### config.mk
export PLATFORM = sky130hd
export DESIGN_NAME = rx_pie_decoder
export DESIGN_NICKNAME = d
export VERILOG_FILES = /design/src/rtl/rx_pie_pkg.sv /design/src/rtl/rx_deglitch.sv /design/src/rtl/rx_pie_decoder.sv
export SDC_FILE = /design/constraint.sdc
export NUM_CORES = 1
export LEC_CHECK = 0
export BUFFER_PORTS_ARGS = -buffer_cell sky130_fd_sc_hd__buf_4
export CORE_MARGIN = 2
export CORE_UTILIZATION = 45
export CTS_BUF_LIST = sky130_fd_sc_hd__clkbuf_16
export CTS_CLUSTER_SIZE = 40
export DETAILED_ROUTE_END_ITERATION = 8
export GPL_TIMING_DRIVEN = 0
export HOLD_SLACK_MARGIN = 0.08
export SETUP_SLACK_MARGIN = 0.15
export SYNTH_ARGS = -nofsm -noshare
export SYNTH_HDL_FRONTEND = slang
export SYNTH_SLANG_ARGS = --single-unit
### constraint.sdc
create_clock -name clk -period 4.1 [get_ports clk]
set_input_delay 0.82 -clock clk [delete_from_list [all_inputs] [get_ports clk]]
set_output_delay 0.82 -clock clk [all_outputs]
set_load 0.05 [all_outputs]
### src/rtl/rx_pie_pkg.sv
// Shared types and defaults for the PIE receive decoder.
package rx_pie_pkg;

  typedef enum logic [2:0] {
    S_IDLE, S_DELIM, S_DATA0, S_RTCAL, S_FIRST, S_BITS
  } state_t;

  localparam int CW_DEF        = 10;
  localparam int GLITCH_DEF    = 2;
  localparam int DELIM_MIN_DEF = 4;
  localparam int BCW_DEF       = 8;

  // Data-0 / data-1 decision threshold
  function automatic logic [31:0] pivot(input logic [31:0] rt);
    return rt >> 1;
  endfunction

endpackage

### src/rtl/rx_deglitch.sv
// Two-flop synchroniser followed by a stable-level filter on the demod envelope.
module rx_deglitch #(
  parameter int GLITCH = 2
) (
  input  logic clk,
  input  logic reset,
  input  logic demodin,
  output logic df,
  output logic df_rise
);

  logic       s1, s2;
  logic [3:0] run;

  // Sync flops idle high so reset release never looks like a reader pulse
  always_ff @(posedge clk) begin
    if (!reset) begin
      s1      <= 1'b1;
      s2      <= 1'b1;
      df      <= 1'b1;
      df_rise <= 1'b0;
      run     <= '0;
    end else begin
      s1      <= demodin;
      s2      <= s1;
      df_rise <= 1'b0;
      if (s2 == df) begin
        run <= '0;
      end else if (run == 4'(GLITCH - 1)) begin
        df      <= s2;
        df_rise <= s2;
        run     <= '0;
      end else begin
        run <= run + 1'b1;
      end
    end
  end

endmodule

### src/rtl/rx_pie_decoder.sv
// PIE receive decoder: preamble detection, RTcal/TRcal measurement and bit slicing
// on the filtered reader envelope.
module rx_pie_decoder
  import rx_pie_pkg::*;
#(
  parameter int CW        = CW_DEF,
  parameter int GLITCH    = GLITCH_DEF,
  parameter int DELIM_MIN = DELIM_MIN_DEF,
  parameter int BCW       = BCW_DEF
) (
  input  logic           clk,
  input  logic           reset,
  input  logic           demodin,
  output logic           bit_out,
  output logic           bit_valid,
  output logic [BCW-1:0] bit_count,
  output logic [CW-1:0]  rtcal,
  output logic [CW-1:0]  trcal,
  output logic           trcal_valid,
  output logic           frame_active,
  output logic           frame_done,
  output logic           rx_error,
  output logic           rng_bit
);

  localparam logic [CW-1:0]  CMAX = '1;
  localparam logic [BCW-1:0] BMAX = '1;

  logic          df, df_rise, df_q;
  logic [CW-1:0] cnt, lcnt, d0;
  logic [CW+1:0] limit;
  logic          timeout;
  state_t        state;

  rx_deglitch #(.GLITCH(GLITCH)) u_dg (
    .clk     (clk),
    .reset   (reset),
    .demodin (demodin),
    .df      (df),
    .df_rise (df_rise)
  );

  // FIRST may be carrying TRcal (up to 3x RTcal), so its end-of-symbol limit is stretched
  always_comb begin
    limit   = (state == S_FIRST) ? ({1'b0, rtcal, 1'b0} + {2'b0, rtcal}) : {2'b0, rtcal};
    timeout = ({2'b0, cnt} > limit) || (cnt == CMAX);
  end

  always_ff @(posedge clk) begin
    if (!reset) begin
      state        <= S_IDLE;
      cnt          <= '0;
      lcnt         <= '0;
      d0           <= '0;
      df_q         <= 1'b1;
      bit_out      <= 1'b0;
      bit_valid    <= 1'b0;
      bit_count    <= '0;
      rtcal        <= '0;
      trcal        <= '0;
      trcal_valid  <= 1'b0;
      frame_active <= 1'b0;
      frame_done   <= 1'b0;
      rx_error     <= 1'b0;
      rng_bit      <= 1'b0;
    end else begin
      bit_valid  <= 1'b0;
      frame_done <= 1'b0;
      rx_error   <= 1'b0;
      df_q       <= df;
      // The rise cycle is the first cycle of the new symbol, so cnt at the next rise = period
      cnt  <= df_rise ? CW'(1) : ((cnt == CMAX) ? cnt : cnt + 1'b1);
      lcnt <= df ? '0 : ((lcnt == CMAX) ? lcnt : lcnt + 1'b1);
      if (df_rise) rng_bit <= cnt[0];

      case (state)
        S_IDLE: if (df_q && !df) state <= S_DELIM;
        S_DELIM: begin
          if (df_rise) begin
            if (lcnt >= CW'(DELIM_MIN)) begin
              state        <= S_DATA0;
              frame_active <= 1'b1;
              bit_count    <= '0;
              trcal_valid  <= 1'b0;
            end else begin
              state <= S_IDLE;
            end
          end else if (lcnt == CMAX) begin
            rx_error <= 1'b1;
            state    <= S_IDLE;
          end
        end
        S_DATA0: begin
          if (df_rise) begin
            d0    <= cnt;
            state <= S_RTCAL;
          end else if (cnt == CMAX) begin
            rx_error     <= 1'b1;
            frame_active <= 1'b0;
            state        <= S_IDLE;
          end
        end
        S_RTCAL: begin
          if (df_rise) begin
            rtcal <= cnt;
            if (cnt <= d0) begin
              rx_error     <= 1'b1;
              frame_active <= 1'b0;
              state        <= S_IDLE;
            end else begin
              state <= S_FIRST;
            end
          end else if (cnt == CMAX) begin
            rx_error     <= 1'b1;
            frame_active <= 1'b0;
            state        <= S_IDLE;
          end
        end
        S_FIRST, S_BITS: begin
          if (df_rise) begin
            if (state == S_FIRST && cnt > rtcal) begin
              trcal       <= cnt;
              trcal_valid <= 1'b1;
            end else begin
              bit_out   <= 32'(cnt) > pivot(32'(rtcal));
              bit_valid <= 1'b1;
              if (bit_count != BMAX) bit_count <= bit_count + 1'b1;
            end
            state <= S_BITS;
          end else if (timeout) begin
            frame_done   <= df;
            rx_error     <= !df;
            frame_active <= 1'b0;
            state        <= S_IDLE;
          end
        end
        default: state <= S_IDLE;
      endcase
    end
  end

endmodule

==> impl_metrics.json, run 1 <==
{
  "ys_seq_area_share_pct": 33.6,
  "area_growth_pct": 16.3,
  "setup_viol": 0,
  "period_needed_ns": 3.64,
  "tightest_slew_ns": 0.863,
  "fin_setup_tns_ns": 0,
  "syn_area_mm2": 0.00459,
  "yosysMostFrequentCell": "dfxtp_1",
  "rrSetupSlack_ns": 0.46,
  "clockRootBuffer": "clkbuf_16",
  "synth_seq_cells": 77,
  "h-tree-depth": 3,
  "antenna_found_initial": 0,
  "cts_sinks": 77,
  "synth_edf_count": 0,
  "dieArea_mm2": 0.0110,
  "clockBufferDepth": 2,
  "grt_max_degree": 14,
  "gr-usage-all-layers_pct": 21.5,
  "syn_nets": 620,
  "synth_top_area_cell": "dfxtp_1",
  "slowest_stage": "a31oi_1",
  "dpl.hpwl_um": 8420,
  "n_fill_cell": 1003,
  "io_buffer_count": 37,
  "die_w_um": 105,
  "nNetsFinal": 670,
  "crit_chain": "ha_1, fa_1, a21oi_1, o21ai_0, a21oi_1, a21oi_1, xor2_1, nor2_1, a21oi_1, ha_1, nand4_1, nor3_1, a221oi_1, o21a_1, a31oi_1, nand4_1, o21ai_0",
  "skew_ns": 0.00973,
  "multi_input_area_mm2": 0.00285,
  "cp_data_required_time_ns": 4.36,
  "clkPwrFrac_pct": 48.3,
  "regArea_mm2": 0.00154,
  "slew_viol_final": 0,
  "antenna_cells": 0,
  "max_freq_mhz": 275,
  "worstRegToRegCells": 17,
  "cts_tree": "done",
  "p_sw_share_pct": 23.4,
  "cts.clk_slew.worst_paths_ns": 0.06,
  "cpPeakStageDelay_ns": 0.43,
  "pwr-share-comb_pct": 5.1,
  "worstHoldStart": "u_dg.s1",
  "ys.warnings.count": 0,
  "slew_headroom_pct": 42.4,
  "post-route-period-util_pct": 88.8,
  "grt_pass1_wl_um": 19300,
  "hold_depth": 1,
  "worst_ep_arrival_time_ns": 3.90,
  "syn_avg_cell_area_um2": 8.17,
  "die_h_um": 105,
  "path_common_cell": "a21oi_1",
  "ys_types": 53,
  "coreArea_mm2": 0.00982,
  "antenna_left": 0,
  "cts_setup_buffers": 0,
  "vdd_drop_max_mv": 0.179,
  "initial_core_util_pct": 46.8,
  "synthCells": 562,
  "ys.flop_type": "dfxtp_1",
  "overflow": 0,
  "rsz0062_at_grt": "no",
  "post_drt_wl_per_cell_um": 15.2,
  "wirelength_um": 11400,
  "route.detailed.drc": 0,
  "cp_max_fo": 8,
  "ys_top_cells_by_count": "77 x dfxtp_1, 65 x nand2_1, 62 x a21oi_1, 61 x nor2_1, 54 x ha_1",
  "drive_above_1_share_pct": 10.1,
  "power.density_mw_per_mm2": 306,
  "power_frac_seq_pct": 46.6,
  "rr_startpoint": "rtcal[1]",
  "p_int_uw": 1250,
  "p_leak_uw": 0.00222,
  "num_vias": 4107,
  "synthTopCellsByArea": "dfxtp_1 34%, ha_1 15%, a21oi_1 6.8%, nand2_1 5.3%, nor2_1 5.0%",
  "critPathLaunchType": "flip-flop",
  "regToRegEndpoint": "state[0]",
  "firstDrtPassIters": 5,
  "status": "finished clean",
  "rows": 36,
  "hold_viol": 0,
  "hp-class": "flip-flop to flip-flop",
  "max_cap_violations": 0,
  "p_total_uw": 1640,
  "drt_first_iter_violations": 207,
  "synth_top_area_share_pct": 33.6,
  "gp_congestion": 0.832,
  "async_flop_share_pct": 0,
  "viasPerCell": 5.48,
  "switchingPower_uw": 383,
  "grt_pass1_vias": 3948,
  "numCtsBuffers": 9,
  "io_pins": 38,
  "crit_type": "flip-flop to flip-flop",
  "holdPathEnd": "u_dg.s2",
  "clkLatencyLatePin_ns": 0.34,
  "crit_path_end_kind": "flip-flop"
}
metrics by stage:
step | utilization [%] | instance area [um2] | std cells | setup WS (ns) | hold slack, ns
after floorplan | - | 4590 | 562 | 0.597 | 0.386
after detailed placement | 51.3 | 5040 | 732 | 0.378 | 0.395
after global routing | 54.4 | 5340 | 749 | 0.191 | 0.435
after CTS | 54.2 | 5330 | 747 | 0.340 | 0.413
final | 54.4 | 5340 | 749 | 0.458 | 0.409
after global placement | 51.3 | 5040 | 732 | 0.394 | 0.396
sequential cells by signal (all words and copies together), names as in the netlist, 3 cells and up:
signal	flops
bit_count	8
cnt	10
d0	10
lcnt	10
rtcal	10
state	3
trcal	10
u_dg.run	4
layout by cell type, fill, tap and decap left out, types with 2 or more instances in the layout:
cell,n
buf_2,2
a21oi_1,62
nor3b_1,2
a211oi_1,4
a211o_1,4
dfxtp_1,77
nand4_1,14
nand2_1,65
o21ai_0,17
xor2_1,7
and4b_1,3
ha_1,54
clkbuf_16,9
and4_1,4
nor2_1,61
buf_4,37
or3_1,5
and2_1,2
and3_1,6
nand3_1,15
clkbuf_1,19
mux2i_1,17
nor3_1,9
nor4_1,3
o21bai_1,3
a221o_1,2
or3b_2,2
a21o_1,8
nand3b_1,3
inv_1,32
clkbuf_2,2
xnor2_1,13
buf_1,2
nand2b_1,9
o21a_1,4
a2111oi_1,2
nor2b_1,6
a31oi_1,5
worst max-delay path: cells and delay by family, from the launching register on:
kind / cells / cell delay [ns]
fa+ha+maj: 3 / 0.97
simple gates: 4 / 0.46
compound gates: 9 / 1.54
flops: 1 / 0.41
xor+xnor: 1 / 0.16
power by group through the flow:
stage | Clock, uW | Sequential, uW | Combinational (uW)
5_1_grt | 830 | 763 | 93.8
3_5_place_dp | 0 | 779 | 81.7
2_1_floorplan | 0 | 774 | 59.9
4_1_cts | 801 | 762 | 82.6
6_report | 790 | 762 | 83.4
3_3_place_gp | 0 | 779 | 80.4
final cells by class:
| type | instances | area share [%] |
|---|---|---|
| Inverter | 32 | 2.25 |
| Tap cell | 133 | 3.12 |
| Timing Repair Buffer | 39 | 5.39 |
| Buffer | 23 | 1.66 |
| Clock inverter | 6 | 1.19 |
| Multi-Input combinational cell | 430 | 53.3 |
| Clock buffer | 9 | 4.22 |
| Sequential cell | 77 | 28.9 |
cell families (layout without fill, tap and decap cells):
logic type,count (synthesis),in the layout,share of synthesized area (%)
adder cells (fa/ha/maj),55,55,15.1
AO/OA/AOI/OAI,126,126,17.0
buffers and inverters,55,109,4.55
flip-flops,77,77,33.6
AND/OR/NAND/NOR,212,212,22.2
XOR/XNOR,20,20,3.81
multiplexers,17,17,3.71
how the worst max path moves through the flow:
| stage | from | to | cells after the start |
|---|---|---|---|
| floorplan | rtcal[1] | state[0] | 14 |
| global placement | rtcal[1] | state[0] | 14 |
| detailed placement | rtcal[1] | state[0] | 14 |
| CTS | rtcal[5] | state[0] | 14 |
| global route | rtcal[1] | frame_done | 16 |
| finish | rtcal[1] | state[0] | 17 |
timing repair:
item                                    4_1_cts  5_1_grt
gates resized for setup                       0        2
endpoints found under the hold margin         0        0
endpoints found under the setup margin        0        4
hold buffers                                  0        0
routing by layer:
metal / vias up / GRT usage, % / wire, um
met2: 80 / 35.2 / 5290
met1: 1926 / 28.8 / 5530
li1: 2085 / - / -
met5: - / 0 / 0
met3: 16 / 3.62 / 407
met4: 0 / 6.86 / 144
Power figures use the tool's default switching activity.
==> inputs of run 2 (changes only) <==
--- a/config.mk
+++ b/config.mk
@@ -7,12 +7,13 @@
 export LEC_CHECK = 0
 export BUFFER_PORTS_ARGS = -buffer_cell sky130_fd_sc_hd__buf_4
 export CORE_MARGIN = 2
-export CORE_UTILIZATION = 45
+export CORE_UTILIZATION = 58
 export CTS_BUF_LIST = sky130_fd_sc_hd__clkbuf_16
 export CTS_CLUSTER_SIZE = 40
 export DETAILED_ROUTE_END_ITERATION = 8
 export GPL_TIMING_DRIVEN = 0
 export HOLD_SLACK_MARGIN = 0.08
+export PLACE_DENSITY = 0.78
 export SETUP_SLACK_MARGIN = 0.15
 export SYNTH_ARGS = -nofsm -noshare
 export SYNTH_HDL_FRONTEND = slang
==> run 2 against run 1 <==
Sequential share of layout area rose by 0.18 points. Critical path depth unchanged. Maximum frequency increased by 0.57%. Sequential power barely moved. First-iteration DRC count rose by 5.3%.
==> impl_metrics.json, run 2 (synthesis gave the netlist of run 1 again) <==
{
  "rrSetupSlack_ns": 0.48,
  "antenna_found_initial": 0,
  "final_common_cell": "dfxtp_1",
  "crit_path_end_kind": "flip-flop",
  "viasPerCell": 5.80,
  "clockRootBuffer": "clkbuf_16",
  "slew_headroom_pct": 24.5,
  "dieArea_mm2": 0.00864,
  "grt_pass1_wl_um": 18400,
  "layout_common_cells": "77 x dfxtp_1, 65 x nand2_1, 62 x a21oi_1",
  "rsz0062_at_grt": "no",
  "setup_viol": 0,
  "n_fill_cell": 633,
  "hold_depth": 1,
  "clkLatencyLatePin_ns": 0.33,
  "post-route-period-util_pct": 88.3,
  "post_cts_resize_count": 0,
  "period_needed_ns": 3.62,
  "gp_congestion": 0.925,
  "final_cells": 717,
  "fin_setup_tns_ns": 0,
  "status": "finished clean",
  "nNetsFinal": 668,
  "hold_viol": 0,
  "initial_core_util_pct": 59.7,
  "cts_sinks": 77,
  "io_buffer_count": 37,
  "vdd_drop_max_mv": 0.218,
  "route.detailed.drc": 0,
  "cts_hold_buf": 0,
  "antenna_cells": 0,
  "slew_viol_final": 0,
  "tightest_slew_ns": 1.13,
  "h-tree-depth": 3,
  "wirelength_um": 11100,
  "dpl.hpwl_um": 8030,
  "numCtsBuffers": 9,
  "skew_ns": 0.00957,
  "clockBufferDepth": 2,
  "cts_tree": "done",
  "die_h_um": 93.0,
  "cts.clk_slew.worst_paths_ns": 0.06,
  "grt_pass1_vias": 3928,
  "gr-usage-all-layers_pct": 26.4,
  "power.density_mw_per_mm2": 314,
  "hp-class": "flip-flop to flip-flop",
  "num_vias": 4158,
  "io_pins": 38,
  "cp_data_required_time_ns": 4.36,
  "rows": 32,
  "coreArea_mm2": 0.00769,
  "cts_setup_buffers": 0,
  "drive_above_1_share_pct": 10.1,
  "grt_max_degree": 16,
  "area_growth_pct": 15.6,
  "place_inst": 701,
  "critPathLaunchType": "flip-flop",
  "worst_ep_arrival_time_ns": 3.88,
  "firstDrtPassIters": 5,
  "max_cap_violations": 0,
  "worstRegToRegCells": 17,
  "overflow": 0,
  "regArea_mm2": 0.00154,
  "die_w_um": 93.0,
  "cp_max_fo": 8,
  "drt_first_iter_violations": 218,
  "antenna_left": 0,
  "max_freq_mhz": 276,
  "p_leak_uw": 0.00222,
  "crit_type": "flip-flop to flip-flop",
  "multi_input_area_mm2": 0.00285,
  "post_drt_wl_per_cell_um": 15.4
}
[run 2: layout make-up]
| class | instances | share of cell area, % |
|---|---|---|
| Buffer | 23 | 1.67 |
| Clock buffer | 9 | 4.24 |
| Clock inverter | 7 | 1.51 |
| Inverter | 32 | 2.26 |
| Multi-Input combinational cell | 430 | 53.6 |
| Sequential cell | 77 | 29.0 |
| Tap cell | 102 | 2.40 |
| Timing Repair Buffer | 37 | 5.23 |
[run 2: report_power, final]
| group | internal (uW) | switching, uW |
|---|---|---|
| clock network | 480 | 339 |
| logic | 32.8 | 50.2 |
| registers | 752 | 9.71 |
[run 2: layer usage]
metal	vias up	global-route usage, %	part of all wire, %
met3	23	3.87	5.2
met4	0	8.95	1.8
met5	-	0	0
li1	2089	-	-
met2	129	45.4	47
met1	1917	34.0	46
[run 2: final timing paths]
path / from / to
hold reg to reg: u_dg.s1 / u_dg.s2
setup reg to reg: rtcal[1] / state[0]
hold / removal: u_dg.s1 / u_dg.s2
setup / recovery: rtcal[1] / state[0]
[run 2: metrics by stage]
stage / setup slack (ns) / power (uW) / hold slack [ns] / cell area, um2 / util [%]
3_5_place_dp: 0.416 / 858 / 0.401 / 5000 / 65.0
6_report: 0.478 / 1660 / 0.415 / 5310 / 69.0
4_1_cts: 0.352 / 1660 / 0.420 / 5300 / 69.0
5_1_grt: 0.218 / 1710 / 0.436 / 5310 / 69.0
2_1_floorplan: 0.597 / 834 / 0.386 / 4590 / -
3_3_place_gp: 0.462 / 856 / 0.396 / 5000 / 65.0
[run 2: critical path, cell delays in order (launching register included)]
cell and delay (ns):
dfxtp_1 0.42, ha_1 0.26, fa_1 0.41, a21oi_1 0.20, o21ai_0 0.14, a21oi_1 0.30
a21oi_1 0.13, xor2_1 0.15, nor2_1 0.09, a21oi_1 0.05, ha_1 0.31, nand4_1 0.09
nor3_1 0.16, a221oi_1 0.07, o21a_1 0.16, a31oi_1 0.39, nand4_1 0.14, o21ai_0 0.09
